==> src/rtl/led_fade_if.sv <==
// led_fade_if: pattern/LED bundle between the sequencer core and the fade driver.
//   patternIn[7:0] : pattern from the sequencer core
//   fadeEn         : 1 = crossfade on change, 0 = pass-through
//   ledOut[7:0]    : registered LED drive
//   busy           : registered, high while a fade is running
// master = pattern source / LED consumer, slave = led_fade_driver.
interface led_fade_if;
  logic [7:0] patternIn;
  logic       fadeEn;
  logic [7:0] ledOut;
  logic       busy;

  modport master (output patternIn, fadeEn, input ledOut, busy);
  modport slave  (input patternIn, fadeEn, output ledOut, busy);
endinterface

==> src/rtl/led_fade_driver.sv <==
// led_fade_driver: crossfades the board LEDs from the displayed pattern to each
// new pattern using per-bit PWM; with fading disabled it is a fixed-latency
// pass-through.
//   clk  : system clock, rising edge
//   rst  : asynchronous active-high reset
//   bus  : led_fade_if.slave (patternIn, fadeEn in; ledOut, busy out)
// Parameters:
//   PWM_BITS : PWM counter width; period and level count are 2^PWM_BITS
//   HOLD     : PWM periods spent at each fade level (>= 1)
module led_fade_driver #(
  parameter int PWM_BITS = 4,
  parameter int HOLD     = 256
) (
  input  logic       clk,
  input  logic       rst,
  led_fade_if.slave  bus
);
  localparam int HW = (HOLD > 1) ? $clog2(HOLD) : 1;
  localparam logic [PWM_BITS-1:0] PMAX  = '1;
  localparam logic [HW-1:0]       HLAST = HW'(HOLD - 1);

  typedef enum logic {IDLE, FADE} state_t;

  state_t              state, state_nx;
  logic [7:0]          cur_pat, cur_nx;
  logic [7:0]          tgt_pat, tgt_nx;
  logic [7:0]          led_nx;
  logic [PWM_BITS-1:0] level, level_nx;
  logic [PWM_BITS-1:0] pwm_cnt, pwm_nx;
  logic [HW-1:0]       hold_cnt, hold_nx;

  always_comb begin
    state_nx = state;
    cur_nx   = cur_pat;
    tgt_nx   = tgt_pat;
    level_nx = level;
    pwm_nx   = pwm_cnt;
    hold_nx  = hold_cnt;
    led_nx   = cur_pat;
    case (state)
      IDLE: begin
        if (bus.patternIn != cur_pat) begin
          if (bus.fadeEn) begin
            tgt_nx   = bus.patternIn;
            level_nx = '0;
            pwm_nx   = '0;
            hold_nx  = '0;
            state_nx = FADE;
          end else begin
            cur_nx = bus.patternIn;
          end
        end
      end
      FADE: begin
        if (!bus.fadeEn) begin
          // abort: snap straight to the destination
          cur_nx   = tgt_pat;
          led_nx   = tgt_pat;
          state_nx = IDLE;
        end else begin
          // bits equal in both patterns are unaffected by the selection, so
          // choosing the whole target vector during the "on" phase is exact
          led_nx = (pwm_cnt < level) ? tgt_pat : cur_pat;
          pwm_nx = pwm_cnt + 1'b1;
          if (pwm_cnt == PMAX) begin
            if (hold_cnt == HLAST) begin
              hold_nx  = '0;
              level_nx = level + 1'b1;
              // last period of the top level: hand over to the target
              if (level == PMAX) begin
                cur_nx   = tgt_pat;
                state_nx = IDLE;
              end
            end else begin
              hold_nx = hold_cnt + 1'b1;
            end
          end
        end
      end
      default: state_nx = IDLE;
    endcase
  end

  always_ff @(posedge clk or posedge rst) begin
    if (rst) begin
      state      <= IDLE;
      cur_pat    <= '0;
      tgt_pat    <= '0;
      level      <= '0;
      pwm_cnt    <= '0;
      hold_cnt   <= '0;
      bus.ledOut <= '0;
      bus.busy   <= 1'b0;
    end else begin
      state      <= state_nx;
      cur_pat    <= cur_nx;
      tgt_pat    <= tgt_nx;
      level      <= level_nx;
      pwm_cnt    <= pwm_nx;
      hold_cnt   <= hold_nx;
      bus.ledOut <= led_nx;
      bus.busy   <= (state_nx == FADE);
    end
  end
endmodule

==> src/flat_wrapper.sv <==
// flat-port wrapper written by rule: the top's interface ports become plain ports
module led_fade_driver_flat 
#(
  parameter int PWM_BITS = 4,
  parameter int HOLD     = 256
)
  (clk, rst, bus_patternIn, bus_fadeEn, bus_ledOut, bus_busy);
  led_fade_if bus_i ();
  input  logic clk;
  input  logic rst;
  input wire logic [$bits(bus_i.patternIn)-1:0] bus_patternIn;
  input wire logic [$bits(bus_i.fadeEn)-1:0] bus_fadeEn;
  output wire logic [$bits(bus_i.ledOut)-1:0] bus_ledOut;
  output wire logic [$bits(bus_i.busy)-1:0] bus_busy;
  assign bus_i.patternIn = bus_patternIn;
  assign bus_i.fadeEn = bus_fadeEn;
  assign bus_ledOut = bus_i.ledOut;
  assign bus_busy = bus_i.busy;
  led_fade_driver #(.PWM_BITS(PWM_BITS), .HOLD(HOLD)) u_core (.clk(clk), .rst(rst), .bus(bus_i));
endmodule
==> config.mk <==
export PLATFORM = sky130hd
export DESIGN_NAME = led_fade_driver_flat
export DESIGN_NICKNAME = d
export VERILOG_FILES = /design/src/rtl/led_fade_if.sv /design/src/rtl/led_fade_driver.sv /design/src/flat_wrapper.sv
export SDC_FILE = /design/constraint.sdc
export NUM_CORES = 1
export LEC_CHECK = 0
export CORE_MARGIN = 2
export CORE_UTILIZATION = 56
export DETAILED_ROUTE_END_ITERATION = 8
export PLACE_DENSITY_LB_ADDON = 0.3
export SYNTH_ARGS = -nofsm -noshare
export SYNTH_HDL_FRONTEND = slang
export SYNTH_SLANG_ARGS = --single-unit
==> constraint.sdc <==
create_clock -name clk -period 4.9 [get_ports clk]
set_input_delay 0.735 -clock clk [delete_from_list [all_inputs] [get_ports clk]]
set_output_delay 0.735 -clock clk [all_outputs]
set_load 0.01 [all_outputs]
==> results.yml <==
status:
  status: "complete, no violations"
clock_network:
  clockRootBuffer: "clkbuf_8"
  clock-sinks: 41
  cts_max_path_buffers: 2
  cts_buffers: 5
  htree_levels: 2
  path_clk_slew_ps: 80
  cts_setup_buffers: 0
  cts.repair.resized: 0
  cts.hold.buffers_added: 0
  cts_tree: "done"
  clkLatencyLatePin_ps: 290
worst_hold_path:
  min-delay-start: "u_core.hold_cnt[6]$_DFFE_PP0P_"
  min_to: "u_core.hold_cnt[6]$_DFFE_PP0P_"
  holdPathStages: 1
  hold_class: "reg -> reg"
global_routing:
  grt_overflow: 0
  grt_pass1_wl_um: 8830
  track_usage_pct: 25.6
  antenna_found_initial: 0
  grt_pass1_vias: 1835
  grt_max_degree: 42
logic_synthesis:
  synthArstFlopShare_pct: 100
  syn_inst: 216
  synthDistinctLibCells: 49
  synth_edf_count: 0
  yosysWarnings: 0
  syn-num-nets: 233
  synth_flop_cell: "dfrtp_1"
  ys_ff_latch: 41
  syn-mean-instance-area_um2: 10.8
  syn-cell-area_mm2: 0.00234
  synth_seq_area_share_pct: 43.8
floorplanning:
  die_h_um: 68.7
  dieArea_mm2: 0.00472
  initial_core_util_pct: 58.6
  core_area_mm2: 0.00400
  num_io_pins: 20
  die_w_um: 68.7
  rows: 23
sta:
  skew_ps: 6.28
  rsz0062_at_grt: "no"
  min_period_ps: 2420
  finalCritPeriodShare_pct: 49.5
  max_freq_ghz: 0.413
  fin_tns_setup_ps: 0
  slew_headroom_pct: 44.1
  fin_ws_ps: 2480
  setup_viol: 0
  slew_violations: 0
  worst_slew_pin_slew_ps: 839
  final-hold-violation-count: 0
  whs_ps: 545
critical_path:
  cpMaxStageDelayCell: "clkdlybuf4s50_1"
  cp.required_ps: 5140
  worst_setup_path_end_kind: "flip-flop"
  crit_chain: "clkdlybuf4s50_1, nand4_1, o41ai_1, a22o_2"
  rr_worst_depth: 5
  critical_path_class: "in -> reg"
  cp_max_fo: 19
  slowest_delay_ps: 930
  r2r_slack_ps: 2780
  setup.worst_path.start_class: "input pin"
  r2r-end: "u_core.bus.ledOut[6]$_DFF_PP0_"
  reg2reg_from: "u_core.level[1]$_DFFE_PP0P_"
  cp.arrival_ps: 2660
pwr:
  power_density_mw_per_mm2: 380
  total_power_mw: 1.01
  leakage_nw: 1.08
  ir_drop_mv: 0.255
place:
  place.gp.congestion: 0.861
  pre_cts_ws_ps: 2170
  io_buffers: 19
  hpwl_um: 3480
  placed_cells: 277
  placed_cell_area_mm2: 0.00257
detailed_routing:
  drc: 0
  drtAntennaViolNets: 0
  wirelength_um: 5210
  vias_per_cell: 6.58
  routedWlPerCell_um: 18.3
  drtIter0Drc: 211
  num_vias: 1874
  drtPass1Iterations: 4
run:
  cap_violations: 0
layout:
  antenna_cells: 0
  area_growth_pct: 13.9
  final_cells: 285
  nNetsFinal: 251
  drive_above_1_share_pct: 18.7
  final_area_mm2: 0.00267
  n_fill_cell: 309
  fin_util_pct: 66.8
[final cells by class]
| type | count | area (um^2) | share of cell area [%] |
|---|---|---|---|
| multi-input combinational | 156 | 1240 | 46.5 |
| sequential | 41 | 1030 | 38.4 |
| timing repair buffer | 21 | 205 | 7.69 |
| clock buffer | 7 | 96.3 | 3.61 |
| tap | 50 | 62.6 | 2.34 |
| inverter | 9 | 33.8 | 1.27 |
| clock inverter | 1 | 5.00 | 0.187 |
[metal layers]
metal  track usage, %  routed length [um]  up-vias
met4             10.8                  63        0
met5                0                   0        -
met2             39.1                2440       77
met1             35.2                2340      911
met3             5.84                 366        7
li1                 -                   -      879
[worst max-delay path, delay by kind of cell]
kind                   cells  cell delay [ps]
AOI/OAI and AO/OA          2              620
buffers and inverters      1              930
and+or+nand+nor            1              380
[kinds of logic after synthesis]
| group | count (synthesis) | synth area share (%) |
|---|---|---|
| buffers and inverters | 19 | 3.26 |
| adders and majority gates | 6 | 3.20 |
| muxes | 25 | 12.0 |
| and+or+nand+nor | 51 | 11.6 |
| DFF | 41 | 43.8 |
| AOI/OAI and AO/OA | 66 | 23.2 |
| xor gates and xnor gates | 8 | 2.99 |
[flip-flops by register name (all words and copies together) (netlist names)]
| name | flops |
|---|---|
| u_core.bus.ledOut | 8 |
| u_core.tgt_pat | 8 |
| u_core.level | 4 |
| u_core.bus.busy | 1 |
| u_core.hold_cnt | 8 |
| u_core.pwm_cnt | 4 |
| u_core.cur_pat | 8 |
[cell usage in the layout (no fill, tap or decap), drive strengths merged, types with 3 or more instances in the layout]
master | Yosys | routed
clkinv | 2 | 3
a41oi | 5 | 5
nor4 | 4 | 4
o21ai | 6 | 6
xnor2 | 8 | 8
nand2 | 17 | 17
clkbuf | 5 | 7
a31oi | 4 | 4
inv | 7 | 7
nor2 | 7 | 7
a21oi | 5 | 5
o211ai | 8 | 8
a22oi | 8 | 8
dfrtp | 41 | 41
clkdlybuf4s50 | 0 | 19
mux2 | 24 | 24
a22o | 6 | 6
o2111ai | 8 | 8
ha | 6 | 6
nand3 | 5 | 5
and3 | 3 | 3
nand4 | 7 | 7
[Yosys cell counts (2+ instances only)]
cell type  number  area share (%)
nand2_1        17             2.7
a41oi_1         5             1.9
a22oi_1         8             2.6
a22o_1          5             1.9
clkbuf_1        4            0.64
a21oi_1         5             1.1
nand2b_1        2            0.53
o211ai_1        8             2.6
inv_1           7             1.1
clkinv_1        2            0.32
a31oi_1         4             1.1
dfrtp_1        41              44
and3_1          3            0.80
o2111ai_1       8             3.0
mux2_2         24              12
xnor2_1         8             3.0
nand4_1         5             1.3
ha_1            6             3.2
o21ai_0         6             1.3
nor4_1          4             1.1
nor2_1          7             1.1
and2_1          2            0.53
buf_2           3            0.64
buf_1           2            0.32
nand3_1         4            0.85
o21a_1          2            0.64
nand4_2         2             1.1
[report_power, final]
part           total (mW)  switching, mW  internal (mW)
Combinational       0.318          0.165          0.153
Sequential          0.456         0.0569          0.399
Clock               0.241          0.114          0.127
Total                1.01          0.336          0.679
[how the worst max path moves through the flow]
stage,from,cells after the start,end
floorplan,bus_patternIn[6],4,u_core.cur_pat[0]$_DFFE_PP0P_
global placement,bus_patternIn[3],5,u_core.cur_pat[4]$_DFFE_PP0P_
detailed placement,bus_patternIn[6],5,u_core.cur_pat[1]$_DFFE_PP0P_
CTS,bus_patternIn[5],5,u_core.cur_pat[1]$_DFFE_PP0P_
global route,bus_fadeEn,5,u_core.bus.ledOut[6]$_DFF_PP0_
finish,bus_fadeEn,4,u_core.hold_cnt[5]$_DFFE_PP0P_
Power figures use the tool's default switching activity.
